## config.mk

```make
export PLATFORM = sky130hd
export DESIGN_NAME = sram_axi_bridge
export DESIGN_NICKNAME = d
export VERILOG_FILES = /design/src/rtl/sram_axi_pkg.sv /design/src/rtl/sram_axi_wr_ctrl.sv /design/src/rtl/sram_axi_bridge.sv
export SDC_FILE = /design/constraint.sdc
export NUM_CORES = 1
export LEC_CHECK = 0
export BUFFER_PORTS_ARGS = -buffer_cell sky130_fd_sc_hd__buf_2
export CELL_PAD_IN_SITES_DETAIL_PLACEMENT = 1
export CELL_PAD_IN_SITES_GLOBAL_PLACEMENT = 2
export CORE_AREA = 2 2 165 167
export CTS_BUF_LIST = sky130_fd_sc_hd__clkbuf_8
export CTS_CLUSTER_DIAMETER = 120
export DETAILED_ROUTE_END_ITERATION = 8
export DIE_AREA = 0 0 167 169
export PLACE_DENSITY = 0.82
export SETUP_SLACK_MARGIN = 0.4
export SYNTH_ARGS = -nofsm -noshare
export SYNTH_HDL_FRONTEND = slang
export SYNTH_HIERARCHICAL = 1
export SYNTH_SLANG_ARGS = --single-unit
```

## constraint.sdc

```tcl
create_clock -name clk -period 4.2 [get_ports clk]
set_clock_uncertainty 0.05 [all_clocks]
set_input_delay 0.42 -clock clk [delete_from_list [all_inputs] [get_ports clk]]
set_output_delay 0.42 -clock clk [all_outputs]
set_load 0.005 [all_outputs]
```

## src/rtl/sram_axi_pkg.sv

```systemverilog
// ============================================================================
// sram_axi_pkg : shared IDs, FSM encodings and fixed AXI3 field values
// Revision     : 1.0
// ============================================================================
`default_nettype none

package sram_axi_pkg;

  localparam logic [3:0] ID_INST   = 4'd0;
  localparam logic [3:0] ID_DATA   = 4'd1;
  localparam logic [3:0] AXI_WR_ID = 4'd1;
  localparam logic [7:0] AXI_LEN   = 8'd0;
  localparam logic [1:0] AXI_BURST = 2'b01;
  localparam logic [1:0] AXI_LOCK  = 2'b00;
  localparam logic [3:0] AXI_CACHE = 4'b0000;
  localparam logic [2:0] AXI_PROT  = 3'b000;

  typedef enum logic [0:0] {
    AR_IDLE = 1'b0,
    AR_BUSY = 1'b1
  } ar_state_e;

  typedef enum logic [1:0] {
    W_IDLE = 2'b00,
    W_REQ  = 2'b01,
    W_RESP = 2'b10
  } w_state_e;

  function automatic logic [2:0] axi_size(input logic [1:0] sram_size);
    return {1'b0, sram_size};
  endfunction

endpackage

`default_nettype wire

```

## src/rtl/sram_axi_wr_ctrl.sv

```systemverilog
// ============================================================================
// sram_axi_wr_ctrl : single-beat AXI3 write engine (AW/W/B) for data writes
// Revision         : 1.0
// ============================================================================
`default_nettype none

module sram_axi_wr_ctrl
  import sram_axi_pkg::*;
(
  input  logic        clk_i,
  input  logic        rst_n_i,
  input  logic        start_i,
  input  logic [31:0] addr_i,
  input  logic [31:0] wdata_i,
  input  logic [3:0]  wstrb_i,
  input  logic [1:0]  size_i,
  input  logic        awready_i,
  input  logic        wready_i,
  input  logic        bvalid_i,
  output logic        idle_o,
  output logic        awvalid_o,
  output logic [31:0] awaddr_o,
  output logic [2:0]  awsize_o,
  output logic        wvalid_o,
  output logic [31:0] wdata_o,
  output logic [3:0]  wstrb_o,
  output logic        bready_o,
  output logic        done_o
);

  w_state_e    state_q, state_d;
  logic        aw_done_q, aw_done_d;
  logic        w_done_q, w_done_d;
  logic [31:0] addr_q;
  logic [31:0] wdata_q;
  logic [3:0]  wstrb_q;
  logic [1:0]  size_q;

  // AW and W complete independently; W_RESP is entered once both have landed.
  always_comb begin
    state_d   = state_q;
    aw_done_d = aw_done_q;
    w_done_d  = w_done_q;
    idle_o    = 1'b0;
    awvalid_o = 1'b0;
    wvalid_o  = 1'b0;
    bready_o  = 1'b0;
    done_o    = 1'b0;
    unique case (state_q)
      W_IDLE: begin
        idle_o = 1'b1;
        if (start_i) begin
          state_d   = W_REQ;
          aw_done_d = 1'b0;
          w_done_d  = 1'b0;
        end
      end
      W_REQ: begin
        awvalid_o = ~aw_done_q;
        wvalid_o  = ~w_done_q;
        if (~aw_done_q & awready_i) aw_done_d = 1'b1;
        if (~w_done_q & wready_i)   w_done_d  = 1'b1;
        if (aw_done_d & w_done_d)   state_d   = W_RESP;
      end
      W_RESP: begin
        bready_o = 1'b1;
        if (bvalid_i) begin
          state_d = W_IDLE;
          done_o  = 1'b1;
        end
      end
      default: state_d = W_IDLE;
    endcase
  end

  always_ff @(posedge clk_i or negedge rst_n_i) begin
    if (!rst_n_i) begin
      state_q   <= W_IDLE;
      aw_done_q <= 1'b0;
      w_done_q  <= 1'b0;
      addr_q    <= '0;
      wdata_q   <= '0;
      wstrb_q   <= '0;
      size_q    <= '0;
    end else begin
      state_q   <= state_d;
      aw_done_q <= aw_done_d;
      w_done_q  <= w_done_d;
      if (start_i && state_q == W_IDLE) begin
        addr_q  <= addr_i;
        wdata_q <= wdata_i;
        wstrb_q <= wstrb_i;
        size_q  <= size_i;
      end
    end
  end

  assign awaddr_o = addr_q;
  assign awsize_o = axi_size(size_q);
  assign wdata_o  = wdata_q;
  assign wstrb_o  = wstrb_q;

endmodule

`default_nettype wire

```

## src/rtl/sram_axi_bridge.sv

```systemverilog
// ============================================================================
// sram_axi_bridge : two SRAM-like ports (inst/data) onto one AXI3 master
// Revision        : 1.0
// ============================================================================
`default_nettype none

module sram_axi_bridge
  import sram_axi_pkg::*;
(
  input  logic        clk,
  input  logic        resetn,
  input  logic        inst_sram_req,
  input  logic        inst_sram_wr,
  input  logic [1:0]  inst_sram_size,
  input  logic [3:0]  inst_sram_wstrb,
  input  logic [31:0] inst_sram_addr,
  input  logic [31:0] inst_sram_wdata,
  output logic        inst_sram_addr_ok,
  output logic        inst_sram_data_ok,
  output logic [31:0] inst_sram_rdata,
  input  logic        data_sram_req,
  input  logic        data_sram_wr,
  input  logic [1:0]  data_sram_size,
  input  logic [3:0]  data_sram_wstrb,
  input  logic [31:0] data_sram_addr,
  input  logic [31:0] data_sram_wdata,
  output logic        data_sram_addr_ok,
  output logic        data_sram_data_ok,
  output logic [31:0] data_sram_rdata,
  output logic [3:0]  arid,
  output logic [31:0] araddr,
  output logic [7:0]  arlen,
  output logic [2:0]  arsize,
  output logic [1:0]  arburst,
  output logic [1:0]  arlock,
  output logic [3:0]  arcache,
  output logic [2:0]  arprot,
  output logic        arvalid,
  input  logic        arready,
  input  logic [3:0]  rid,
  input  logic [31:0] rdata,
  input  logic [1:0]  rresp,
  input  logic        rlast,
  input  logic        rvalid,
  output logic        rready,
  output logic [3:0]  awid,
  output logic [31:0] awaddr,
  output logic [7:0]  awlen,
  output logic [2:0]  awsize,
  output logic [1:0]  awburst,
  output logic [1:0]  awlock,
  output logic [3:0]  awcache,
  output logic [2:0]  awprot,
  output logic        awvalid,
  input  logic        awready,
  output logic [3:0]  wid,
  output logic [31:0] wdata,
  output logic [3:0]  wstrb,
  output logic        wlast,
  output logic        wvalid,
  input  logic        wready,
  input  logic [3:0]  bid,
  input  logic [1:0]  bresp,
  input  logic        bvalid,
  output logic        bready
);

  ar_state_e   ar_state_q, ar_state_d;
  logic        inst_rd_pend_q, inst_rd_pend_d;
  logic        data_rd_pend_q, data_rd_pend_d;
  logic [3:0]  arid_q, arid_d;
  logic [31:0] araddr_q, araddr_d;
  logic [1:0]  arsize_q, arsize_d;

  logic w_idle;
  logic w_done;
  logic ar_free;
  logic data_rd_acc;
  logic data_wr_acc;
  logic inst_rd_acc;
  logic r_inst_hs;
  logic r_data_hs;
  logic unused_inputs;

  assign unused_inputs = ^{inst_sram_wr, inst_sram_wstrb, inst_sram_wdata,
                           rresp, rlast, bid, bresp};

  // New requests only while both engines idle, which keeps data responses
  // in order and stops a read from overtaking a write still in flight.
  assign ar_free     = resetn & (ar_state_q == AR_IDLE) & w_idle;
  assign data_rd_acc = ar_free & data_sram_req & ~data_sram_wr & ~data_rd_pend_q;
  assign inst_rd_acc = ar_free & inst_sram_req & ~inst_rd_pend_q & ~data_rd_acc;
  assign data_wr_acc = ar_free & data_sram_req & data_sram_wr & ~data_rd_pend_q
                     & ~inst_rd_pend_q & ~inst_rd_acc;

  assign rready    = resetn;
  assign r_inst_hs = rvalid & rready & (rid == ID_INST);
  assign r_data_hs = rvalid & rready & (rid == ID_DATA);

  assign inst_rd_pend_d = (inst_rd_pend_q & ~r_inst_hs) | inst_rd_acc;
  assign data_rd_pend_d = (data_rd_pend_q & ~r_data_hs) | data_rd_acc;

  always_comb begin
    ar_state_d = ar_state_q;
    arid_d     = arid_q;
    araddr_d   = araddr_q;
    arsize_d   = arsize_q;
    unique case (ar_state_q)
      AR_IDLE: begin
        if (data_rd_acc) begin
          ar_state_d = AR_BUSY;
          arid_d     = ID_DATA;
          araddr_d   = data_sram_addr;
          arsize_d   = data_sram_size;
        end else if (inst_rd_acc) begin
          ar_state_d = AR_BUSY;
          arid_d     = ID_INST;
          araddr_d   = inst_sram_addr;
          arsize_d   = inst_sram_size;
        end
      end
      AR_BUSY: begin
        if (arready) ar_state_d = AR_IDLE;
      end
      default: ar_state_d = AR_IDLE;
    endcase
  end

  always_ff @(posedge clk or negedge resetn) begin
    if (!resetn) begin
      ar_state_q     <= AR_IDLE;
      inst_rd_pend_q <= 1'b0;
      data_rd_pend_q <= 1'b0;
      arid_q         <= '0;
      araddr_q       <= '0;
      arsize_q       <= '0;
    end else begin
      ar_state_q     <= ar_state_d;
      inst_rd_pend_q <= inst_rd_pend_d;
      data_rd_pend_q <= data_rd_pend_d;
      arid_q         <= arid_d;
      araddr_q       <= araddr_d;
      arsize_q       <= arsize_d;
    end
  end

  assign arvalid = (ar_state_q == AR_BUSY);
  assign arid    = arid_q;
  assign araddr  = araddr_q;
  assign arsize  = axi_size(arsize_q);
  assign arlen   = AXI_LEN;
  assign arburst = AXI_BURST;
  assign arlock  = AXI_LOCK;
  assign arcache = AXI_CACHE;
  assign arprot  = AXI_PROT;

  sram_axi_wr_ctrl u_wr_ctrl (
    .clk_i     (clk),
    .rst_n_i   (resetn),
    .start_i   (data_wr_acc),
    .addr_i    (data_sram_addr),
    .wdata_i   (data_sram_wdata),
    .wstrb_i   (data_sram_wstrb),
    .size_i    (data_sram_size),
    .awready_i (awready),
    .wready_i  (wready),
    .bvalid_i  (bvalid),
    .idle_o    (w_idle),
    .awvalid_o (awvalid),
    .awaddr_o  (awaddr),
    .awsize_o  (awsize),
    .wvalid_o  (wvalid),
    .wdata_o   (wdata),
    .wstrb_o   (wstrb),
    .bready_o  (bready),
    .done_o    (w_done)
  );

  assign awid    = AXI_WR_ID;
  assign awlen   = AXI_LEN;
  assign awburst = AXI_BURST;
  assign awlock  = AXI_LOCK;
  assign awcache = AXI_CACHE;
  assign awprot  = AXI_PROT;
  assign wid     = AXI_WR_ID;
  assign wlast   = 1'b1;

  assign inst_sram_addr_ok = inst_rd_acc;
  assign data_sram_addr_ok = data_rd_acc | data_wr_acc;
  assign inst_sram_data_ok = r_inst_hs;
  assign data_sram_data_ok = r_data_hs | w_done;
  assign inst_sram_rdata   = rdata;
  assign data_sram_rdata   = rdata;

endmodule

`default_nettype wire

```

## Word level (Yosys, flattened, before mapping)

Cells that the tools add are included.

| operators by class | value |
|---|---|
| equal/unequal tests | 6 |
| mux-type cells | 27 |
| bitwise operators | 34 |
| reductions and logical operators | 8 |

Operators by type and width:

| operator | count |
|---|---|
| $mux W32 | 2 |
| $and A1 B1 Y1 | 20 |
| $mux W1 | 14 |
| $mux W2 | 5 |
| $not A1 Y1 | 10 |
| $mux W4 | 2 |
| $pmux W1 S2 | 3 |
| $pmux W2 S3 | 1 |
| $eq A4 B1 Y1 const B | 1 |
| $logic_not A4 Y1 | 1 |
| $ne A2 B2 Y1 const B | 2 |
| $or A1 B1 Y1 | 4 |
| $reduce_and A2 Y1 | 2 |
| $reduce_bool A2 Y1 | 2 |
| $reduce_and A3 Y1 | 1 |
| $eq A2 B1 Y1 const B | 1 |
| $eq A2 B2 Y1 const B | 1 |
| $logic_not A2 Y1 | 1 |
| $ne A2 B1 Y1 const B | 1 |
| $logic_and A1 B1 Y1 | 1 |

| word-level totals | value |
|---|---|
| register bits | 115 |
| bits of input ports | 196 |
| output and inout bits | 230 |
| word-level logic and storage cells | 88 |

## Longest topological paths before layout

Gate-level depths: netlist of the first run.

| logic depth | value |
|---|---|
| word-level depth | 12 |
| depth in mapped cells | 8 |
| mapped depth without buffers | 5 |

## Cells and area by module

The synthesis of the first run kept the hierarchy.

Modules (own cells, without submodules):

| module | instances | cells each | area each (sq um) | seq. area each (sq um) |
|---|---|---|---|---|
| sram_axi_wr_ctrl | 1 | 172 | 3166.8 | 1851.8 |
| sram_axi_bridge | 1 | 343 | 2836.5 | 950.9 |

## Worst setup path before layout of the first run

Ideal clock, no wire load.

| timing | value |
|---|---|
| path type | register to register |
| from | reg u_wr_ctrl.state_q[0] |
| to | reg u_wr_ctrl.addr_q[0], in the netlist u_wr_ctrl/awaddr_o[0] |
| library setup time | 125 ps |
| arrival | 2048 ps |
| required time | 4025 ps |
| path slack | 1977 ps |
| stages on the path, launching flop included | 9 |
| clock period less this slack | 2223 ps |
| cell sequence | dfrtp_1 -> nor2_1 -> nand3b_1 -> clkbuf_1 -> nor4b_1 -> nor3b_2 -> buf_6 -> buf_12 -> mux2_4 |

| between the ends | value |
|---|---|
| longest elaborated chain between the ends | 11 |
| elaborated cells between the ends (all ways) | 16 |
| those cells by class | 1 x mux; 13 x bitwise; 2 x reduce/logical |

RTL lines:

| item | line | text |
|---|---|---|
| start, declared | sram_axi_wr_ctrl.sv:31 | `w_state_e state_q, state_d;` |
| start signal, assigned | sram_axi_wr_ctrl.sv:86 | `state_q <= state_d;` |
| $logic_not A2 Y1 * | sram_axi_wr_ctrl.sv:49 | `unique case (state_q)` |
| $mux W1 * | sram_axi_wr_ctrl.sv:49 |  |
| named net w_idle | sram_axi_bridge.sv:75 | `logic w_idle;` |
| $and A1 B1 Y1 * | sram_axi_bridge.sv:90 | `assign ar_free = resetn & (ar_state_q == AR_IDLE) & w_idle;` |
| $and A1 B1 Y1 | sram_axi_bridge.sv:91, sram_axi_bridge.sv:93 |  |
| $and A1 B1 Y1 (2 in series) | sram_axi_bridge.sv:91 | `assign data_rd_acc = ar_free & data_sram_req & ~data_sram_wr & ~data_rd_pend_q;` |
| $not A1 Y1 | sram_axi_bridge.sv:92 | `assign inst_rd_acc = ar_free & inst_sram_req & ~inst_rd_pend_q & ~data_rd_acc;` |
| $and A1 B1 Y1 | sram_axi_bridge.sv:92 |  |
| $not A1 Y1 | sram_axi_bridge.sv:94 | `& ~inst_rd_pend_q & ~inst_rd_acc;` |
| $and A1 B1 Y1 * | sram_axi_bridge.sv:94 |  |
| named net data_wr_acc | sram_axi_bridge.sv:79 | `logic data_wr_acc;` |
| $logic_and A1 B1 Y1 * | sram_axi_wr_ctrl.sv:89 | `if (start_i && state_q == W_IDLE) begin` |
| end signal, assigned | sram_axi_wr_ctrl.sv:90 | `addr_q <= addr_i;` |
| end, declared | sram_axi_wr_ctrl.sv:34 | `logic [31:0] addr_q;` |

The timed path passes the listed nets; every way through them passes the cells marked *.
A chain may end at the register's enable or synchronous reset.

## Final worst setup path of the first run

| timing | value |
|---|---|
| from | in resetn |
| to | out inst_sram_addr_ok |

| between the ends | value |
|---|---|
| longest elaborated chain between the ends | 7 |
| elaborated cells between the ends (all ways) | 9 |
| those cells by class | 9 x bitwise |

RTL lines:

| item | line | text |
|---|---|---|
| start, declared | sram_axi_bridge.sv:11 | `input logic resetn,` |
| $and A1 B1 Y1 * (2 in series) | sram_axi_bridge.sv:90 |  |
| $and A1 B1 Y1 (3 in series) | sram_axi_bridge.sv:91 |  |
| $not A1 Y1 | sram_axi_bridge.sv:92 |  |
| $and A1 B1 Y1 * | sram_axi_bridge.sv:92 |  |
| end, declared | sram_axi_bridge.sv:18 | `output logic inst_sram_addr_ok,` |

Every way passes the cells marked *; elsewhere a longest branch is shown, timed or not.

==> results of run 1 <==
## layer usage
| layer | GRT usage | routed length, microns | vias to the layer above |
|---|---|---|---|
| met5 | 0 | 0 | - |
| met2 | 0.205 | 8560 | 197 |
| met1 | 0.159 | 7880 | 2117 |
| met4 | 0.0558 | 589 | 0 |
| li1 | - | - | 1913 |
| met3 | 0.0278 | 1200 | 42 |
## cells by family (layout without fill, tap and decap cells)
group,count (synthesis),after routing,synth area share
other,3,52,0.00188
DFF,112,112,0.467
AOI/OAI and AO/OA,77,77,0.0740
buffers and inverters,155,259,0.195
and+or+nand+nor,98,98,0.0886
muxes,70,70,0.173
## area by class of cell
type	instances	area (sq um)
inverters	4	15.0
repair buffers	239	1230
well taps	341	427
flip-flops and latches	112	2800
fillers	3087	19600
clock inverters	7	65.1
clock buffers	9	124
multi-input cells	297	2230
## through the flow
step                      power, W  cells  setup slack, ns
after global routing       0.00383   1009             1.02
after detailed placement   0.00296    992             1.59
after CTS                  0.00365   1009             1.19
after floorplan            0.00238    564             1.98
final                      0.00357   1009             1.24
after global placement     0.00290    992             1.62
## layout by cell type, fill, tap and decap left out, types with 3 or more instances in the layout
| master | synthesis | routed |
|---|---|---|
| buf_2 | 1 | 230 |
| dfrtp_1 | 112 | 112 |
| mux2_4 | 67 | 67 |
| conb_1 | 3 | 52 |
| o21ai_0 | 35 | 35 |
| nand3_1 | 35 | 35 |
| nor3_1 | 34 | 34 |
| a31oi_1 | 34 | 34 |
| clkbuf_8 | 0 | 9 |
| buf_4 | 117 | 7 |
| nor2_1 | 6 | 6 |
| inv_1 | 4 | 5 |
| nand3b_1 | 3 | 3 |
| nand2_1 | 3 | 3 |
| inv_6 | 0 | 3 |
| mux2_2 | 3 | 3 |
## power breakdown
part           internal [W]  total, W  switching, W
logic              0.000649   0.00127      0.000622
registers           0.00144   0.00164      0.000196
clock network      0.000231  0.000659      0.000428
total               0.00232   0.00357       0.00125
## flip-flops by register name, indices dropped and copies added (netlist names)
name / flops
araddr: 32
arid: 1
arsize_q: 2
arvalid: 1
data_rd_pend_q: 1
inst_rd_pend_q: 1
u_wr_ctrl/aw_done_q: 1
u_wr_ctrl/awaddr_o: 32
u_wr_ctrl/size_q: 2
u_wr_ctrl/state_q: 2
u_wr_ctrl/w_done_q: 1
u_wr_ctrl/wdata_o: 32
u_wr_ctrl/wstrb_o: 4
## final timing paths
check,start,to
max,resetn,inst_sram_addr_ok
min in group asynchronous,resetn,arvalid$_DFF_PN0_
min,data_sram_wdata[19],u_wr_ctrl/wdata_o[19]$_DFFE_PN0P_
max in group asynchronous,resetn,araddr[30]$_DFFE_PN0P_
min reg2reg,u_wr_ctrl/wdata_o[31]$_DFFE_PN0P_,u_wr_ctrl/wdata_o[31]$_DFFE_PN0P_
max reg2reg,u_wr_ctrl/state_q[0]$_DFFE_PN0P_,u_wr_ctrl/awaddr_o[10]$_DFFE_PN0P_
==> flow_metrics.env, run 1 <==
export IMPL_synth_top_area_frac=0.467
export IMPL_syn_area_sq_mm=0.00600
export IMPL_syn_avg_cell_area_sq_um=11.7
export IMPL_drv_cap=0
export IMPL_die_y_microns=169
export IMPL_crit_path_cell_trace="dlygate4sd3_1, buf_4, and3b_2, nand2_1, nor2_1, buf_2"
export IMPL_crit_fanout=36
export IMPL_cts_tree="done"
export IMPL_p_leak_nw=3.48
export IMPL_hold_viol_final=0
export IMPL_final_nets=859
export IMPL_synth_ff_type="dfrtp_1"
export IMPL_worstHoldPathCells=2
export IMPL_finalMaxSlewViolations=0
export IMPL_die_w_microns=167
export IMPL_ys_seq_area_frac=0.467
export IMPL_cp_depth=6
export IMPL_clockBufferDepth=2
export IMPL_coreArea_sq_mm=0.0265
export IMPL_final_area_sq_mm=0.00690
export IMPL_crit_arrival_ns=2.49
export IMPL_holdBufCountCts=1
export IMPL_grt_pass1_vias=4353
export IMPL_dieArea_sq_mm=0.0282
export IMPL_critPathKind="in2out"
export IMPL_num_antenna_cells=0
export IMPL_yosys_top_cells_count="buf_4, dfrtp_1, mux2_4"
export IMPL_cp_slowest_stage_delay_ns=0.78
export IMPL_fin_crit_sh=0.704
export IMPL_worst_ep_required_time_ns=3.73
export IMPL_ys_top_cells_by_area="dfrtp_1, mux2_4, buf_4"
export IMPL_pwr_density_cell_mw_per_mm2=518
export IMPL_vias=4269
export IMPL_ff2ff_path_depth=6
export IMPL_cts_clk_slew_worst_paths_ns=0.13
export IMPL_grt_max_degree=71
export IMPL_rrSetupSlack_ns=1.78
export IMPL_fin_util=0.260
export IMPL_area_growth_pct=14.9
export IMPL_cts_sinks=112
export IMPL_vdd_drop_max_v=0.000184
export IMPL_synth_edf_count=0
export IMPL_holdWs_ns=0.200
export IMPL_grt_usage=0.125
export IMPL_gp_congestion=0.682
export IMPL_antenna_found_initial=1
export IMPL_yosysWarnings=6
export IMPL_placed_area_sq_mm=0.00670
export IMPL_grt_pass1_wl_mm=27.0
export IMPL_cp_end_kind="output port"
export IMPL_rows=60
export IMPL_fin_crit_ns=2.96
export IMPL_cts_root_buf="clkbuf_8"
export IMPL_drtAntennaViolNets=0
export IMPL_ys_types=37
export IMPL_cts_buffers=9
export IMPL_drc_errors=0
export IMPL_clock_latency_ns=0.39
export IMPL_fmax_mhz=338
export IMPL_drt_wirelength_per_cell_microns=18.1
export IMPL_avgViaCountPerCell=4.23
export IMPL_cts_setup_buffers=0
export IMPL_cts_resized=0
export IMPL_synth_cells=515
export IMPL_port_buffers=231
export IMPL_yosys_area_top_type="dfrtp_1"
export IMPL_synth_seq_cells=112
export IMPL_drive_gt1_frac=0.496
export IMPL_yosysMostFrequentCell="buf_4"
export IMPL_drtIter0Drc=221
export IMPL_top_level_ports=426
export IMPL_routed_wl_mm=18.2
export IMPL_htreeDepth=3
export IMPL_worst_setup_path_start_kind="primary input"
export IMPL_finalSetupTns_ns=0
export IMPL_slowest_stage="and3b_2"
export IMPL_crit_family="simple AND/OR/NAND/NOR gates"
export IMPL_dr_pass1_iters=4
export IMPL_cp_num_buf_inv=3
export IMPL_synth_async_reset_ratio=1.00
export IMPL_slew_headroom=0.394
export IMPL_worst_pin_slew_ns=0.908
export IMPL_dp_hpwl_mm=13.0
export IMPL_status="finished, final reports clean"
export IMPL_hold_class="in2reg"
export IMPL_setup_viol=0
export IMPL_initial_core_util=0.227
export IMPL_grt_ovfl_total=0
export IMPL_rsz0062_at_grt="false"
(Power assumes the default switching activity.)
==> run 2, diff against run 1 <==
--- a/config.mk
+++ b/config.mk
@@ -8,12 +8,12 @@
 export BUFFER_PORTS_ARGS = -buffer_cell sky130_fd_sc_hd__buf_2
 export CELL_PAD_IN_SITES_DETAIL_PLACEMENT = 1
 export CELL_PAD_IN_SITES_GLOBAL_PLACEMENT = 2
-export CORE_AREA = 2 2 165 167
+export CORE_AREA = 2 2 166 168
 export CTS_BUF_LIST = sky130_fd_sc_hd__clkbuf_8
 export CTS_CLUSTER_DIAMETER = 120
 export DETAILED_ROUTE_END_ITERATION = 8
-export DIE_AREA = 0 0 167 169
-export PLACE_DENSITY = 0.82
+export DIE_AREA = 0 0 168 170
+export PLACE_DENSITY = 0.81
 export SETUP_SLACK_MARGIN = 0.4
 export SYNTH_ARGS = -nofsm -noshare
 export SYNTH_HDL_FRONTEND = slang
==> constraint.sdc (replaced) <==
create_clock -name clk -period 3 [get_ports clk]
set_clock_uncertainty 0.05 [all_clocks]
set_input_delay 0.3 -clock clk [delete_from_list [all_inputs] [get_ports clk]]
set_output_delay 0.3 -clock clk [all_outputs]
set_load 0.005 [all_outputs]
==> run 2 against run 1 <==
  * First-iteration DRC count shrank 14%
  * Clock power is 40% higher
  * Critical endpoint is now data_sram_data_ok
  * Count of clock-buffer cells in the layout is the same
  * Routed wire length up 3.0%
  * Largest power group unchanged
  * Final area is 1.4% higher
  * Critical path depth up 1
==> flow_metrics.env, run 2 (same netlist as run 1, synthesis figures left out) <==
export IMPL_fmax_mhz=406
export IMPL_vias=4317
export IMPL_antenna_found_initial=2
export IMPL_initial_core_util=0.225
export IMPL_p_leak_nw=3.53
export IMPL_grt_use_met3=0.0333
export IMPL_cts_root_buf="clkbuf_8"
export IMPL_r2r_start="u_wr_ctrl/state_q[0]$_DFFE_PN0P_"
export IMPL_n_fill_cell=3069
export IMPL_status="finished, final reports clean"
export IMPL_worst_setup_path_start_kind="primary input"
export IMPL_worst_pin_slew_ns=0.999
export IMPL_holdWs_ns=0.0869
export IMPL_p_int_w=0.00327
export IMPL_layout_commonest_cell="buf_2"
export IMPL_grt_pass1_vias=4478
export IMPL_final_nets=868
export IMPL_fin_crit_ns=2.46
export IMPL_drive_gt1_frac=0.502
export IMPL_pwr_density_cell_mw_per_mm2=721
export IMPL_reg2reg_to="u_wr_ctrl/awaddr_o[11]$_DFFE_PN0P_"
export IMPL_cts_buffers=9
export IMPL_drtIter0Drc=189
export IMPL_worst_ep_required_time_ns=2.65
export IMPL_rows=60
export IMPL_gp_congestion=0.717
export IMPL_dieArea_sq_mm=0.0286
export IMPL_fin_cells=1018
export IMPL_drtAntennaViolNets=0
export IMPL_drv_cap=0
export IMPL_hold_viol_final=0
export IMPL_busiest_layer="met2"
export IMPL_gr_usage_met1=0.152
export IMPL_fin_util=0.262
export IMPL_ff2ff_path_depth=7
export IMPL_critPathKind="in2out"
export IMPL_dr_pass1_iters=4
export IMPL_holdPathEnd="u_wr_ctrl/wdata_o[28]$_DFFE_PN0P_"
export IMPL_clockBufferDepth=2
export IMPL_dp_hpwl_mm=13.4
export IMPL_final_cell_mix="buf_2, dfrtp_1, mux2_4"
export IMPL_die_y_microns=170
export IMPL_cts_sinks=112
export IMPL_power_switching_w=0.00177
export IMPL_drc_errors=0
export IMPL_finalMaxSlewViolations=0
export IMPL_grt_usage=0.125
export IMPL_vdd_drop_max_v=0.000190
export IMPL_num_antenna_cells=0
export IMPL_use_met2=0.213
export IMPL_port_buffers=231
export IMPL_crit_arrival_ns=2.11
export IMPL_finalSetupTns_ns=0
export IMPL_die_w_microns=168
export IMPL_avgViaCountPerCell=4.24
export IMPL_hold_start="data_sram_wdata[28]"
export IMPL_crit_fanout=4
export IMPL_cp_end_kind="output port"
export IMPL_grt_pass1_wl_mm=27.3
export IMPL_area_growth_pct=16.4
export IMPL_cts_clk_slew_worst_paths_ns=0.12
export IMPL_htreeDepth=3
export IMPL_routed_wl_mm=18.8
export IMPL_rrSetupSlack_ns=0.61
export IMPL_slew_headroom=0.332
export IMPL_p_sw_frac=0.351
export IMPL_fin_crit_sh=0.821
export IMPL_pwr_share_seq=0.458
export IMPL_top_level_ports=426
export IMPL_power_frac_clock=0.183
export IMPL_clock_latency_ns=0.38
export IMPL_setup_viol=0
export IMPL_rsz0062_at_grt="false"
export IMPL_hold_class="in2reg"
export IMPL_worstHoldPathCells=2
export IMPL_coreArea_sq_mm=0.0267
export IMPL_grt_ovfl_total=0
export IMPL_dp_cells=997
export IMPL_cts_tree="done"
export IMPL_drt_wirelength_per_cell_microns=18.4
export IMPL_combPwrFrac=0.359
export IMPL_grt_max_degree=71
## run 2: changes by cell type in the layout (fill, tap and decap cells not counted), sizes merged
cell,delta
buf,+6
clkbuf,+2
clkinv,-1
dlygate4sd3,+1
inv,+1
## run 2: what timing repair did
action / CTS / global route
buffers inserted: 0 / 2
gates resized for setup: 1 / 8
endpoints found under the hold margin: 40 / 0
gates cloned: 0 / 1
hold buffers: 2 / 0
setup endpoints to repair: 1 / 17
## run 2: area by class of cell
| cell class | count | area [sq um] | share of cell area |
|---|---|---|---|
| inverter | 4 | 15.0 | 0.00215 |
| multi-input combinational | 297 | 2240 | 0.320 |
| timing repair buffer | 248 | 1330 | 0.190 |
| clock buffer | 9 | 124 | 0.0177 |
| clock inverter | 7 | 60.1 | 0.00859 |
| tap | 341 | 427 | 0.0610 |
| sequential | 112 | 2800 | 0.401 |
## run 2: stage by stage
step	instance area [sq um]	total power (W)	setup WS, ns
floorplan	6190	0.00333	0.777
global placement	6730	0.00411	0.657
detailed placement	6730	0.00417	0.617
CTS	6940	0.00514	0.423
global route	6990	0.00540	0.414
finish	6990	0.00504	0.538
## run 2: critical path, cell delays in order
cell	delay, ns
dlygate4sd3_1	0.58
buf_4	0.14
buf_4	0.12
nand2_1	0.07
or4b_2	0.69
nand2b_1	0.10
buf_2	0.11
## run 2: power groups by stage
stage	registers, W	logic (W)	clock network [W]
after CTS	0.00231	0.00184	0.000985
after global routing	0.00238	0.00199	0.00103
after floorplan	0.00235	0.000980	0
final	0.00231	0.00181	0.000923
after global placement	0.00231	0.00180	0
after detailed placement	0.00234	0.00184	0
## run 2: per-layer routing
metal,up-vias,wire length [microns]
li1,1937,-
met1,2116,7910
met2,217,8980
met3,43,1330
met4,4,522
met5,-,27
## run 2: how the worst max path moves through the flow
stage	from	to	slack, ns	cells past startpoint
final	resetn	data_sram_data_ok	0.54	7
after global routing	u_wr_ctrl/state_q[0]$_DFFE_PN0P_	u_wr_ctrl/awaddr_o[2]$_DFFE_PN0P_	0.41	7
after CTS	data_rd_pend_q$_DFF_PN0_	inst_sram_addr_ok	0.42	4
after detailed placement	u_wr_ctrl/state_q[0]$_DFFE_PN0P_	u_wr_ctrl/awaddr_o[11]$_DFFE_PN0P_	0.62	6
after global placement	u_wr_ctrl/state_q[0]$_DFFE_PN0P_	u_wr_ctrl/awaddr_o[11]$_DFFE_PN0P_	0.66	6
after floorplan	u_wr_ctrl/state_q[0]$_DFFE_PN0P_	u_wr_ctrl/awaddr_o[0]$_DFFE_PN0P_	0.78	8
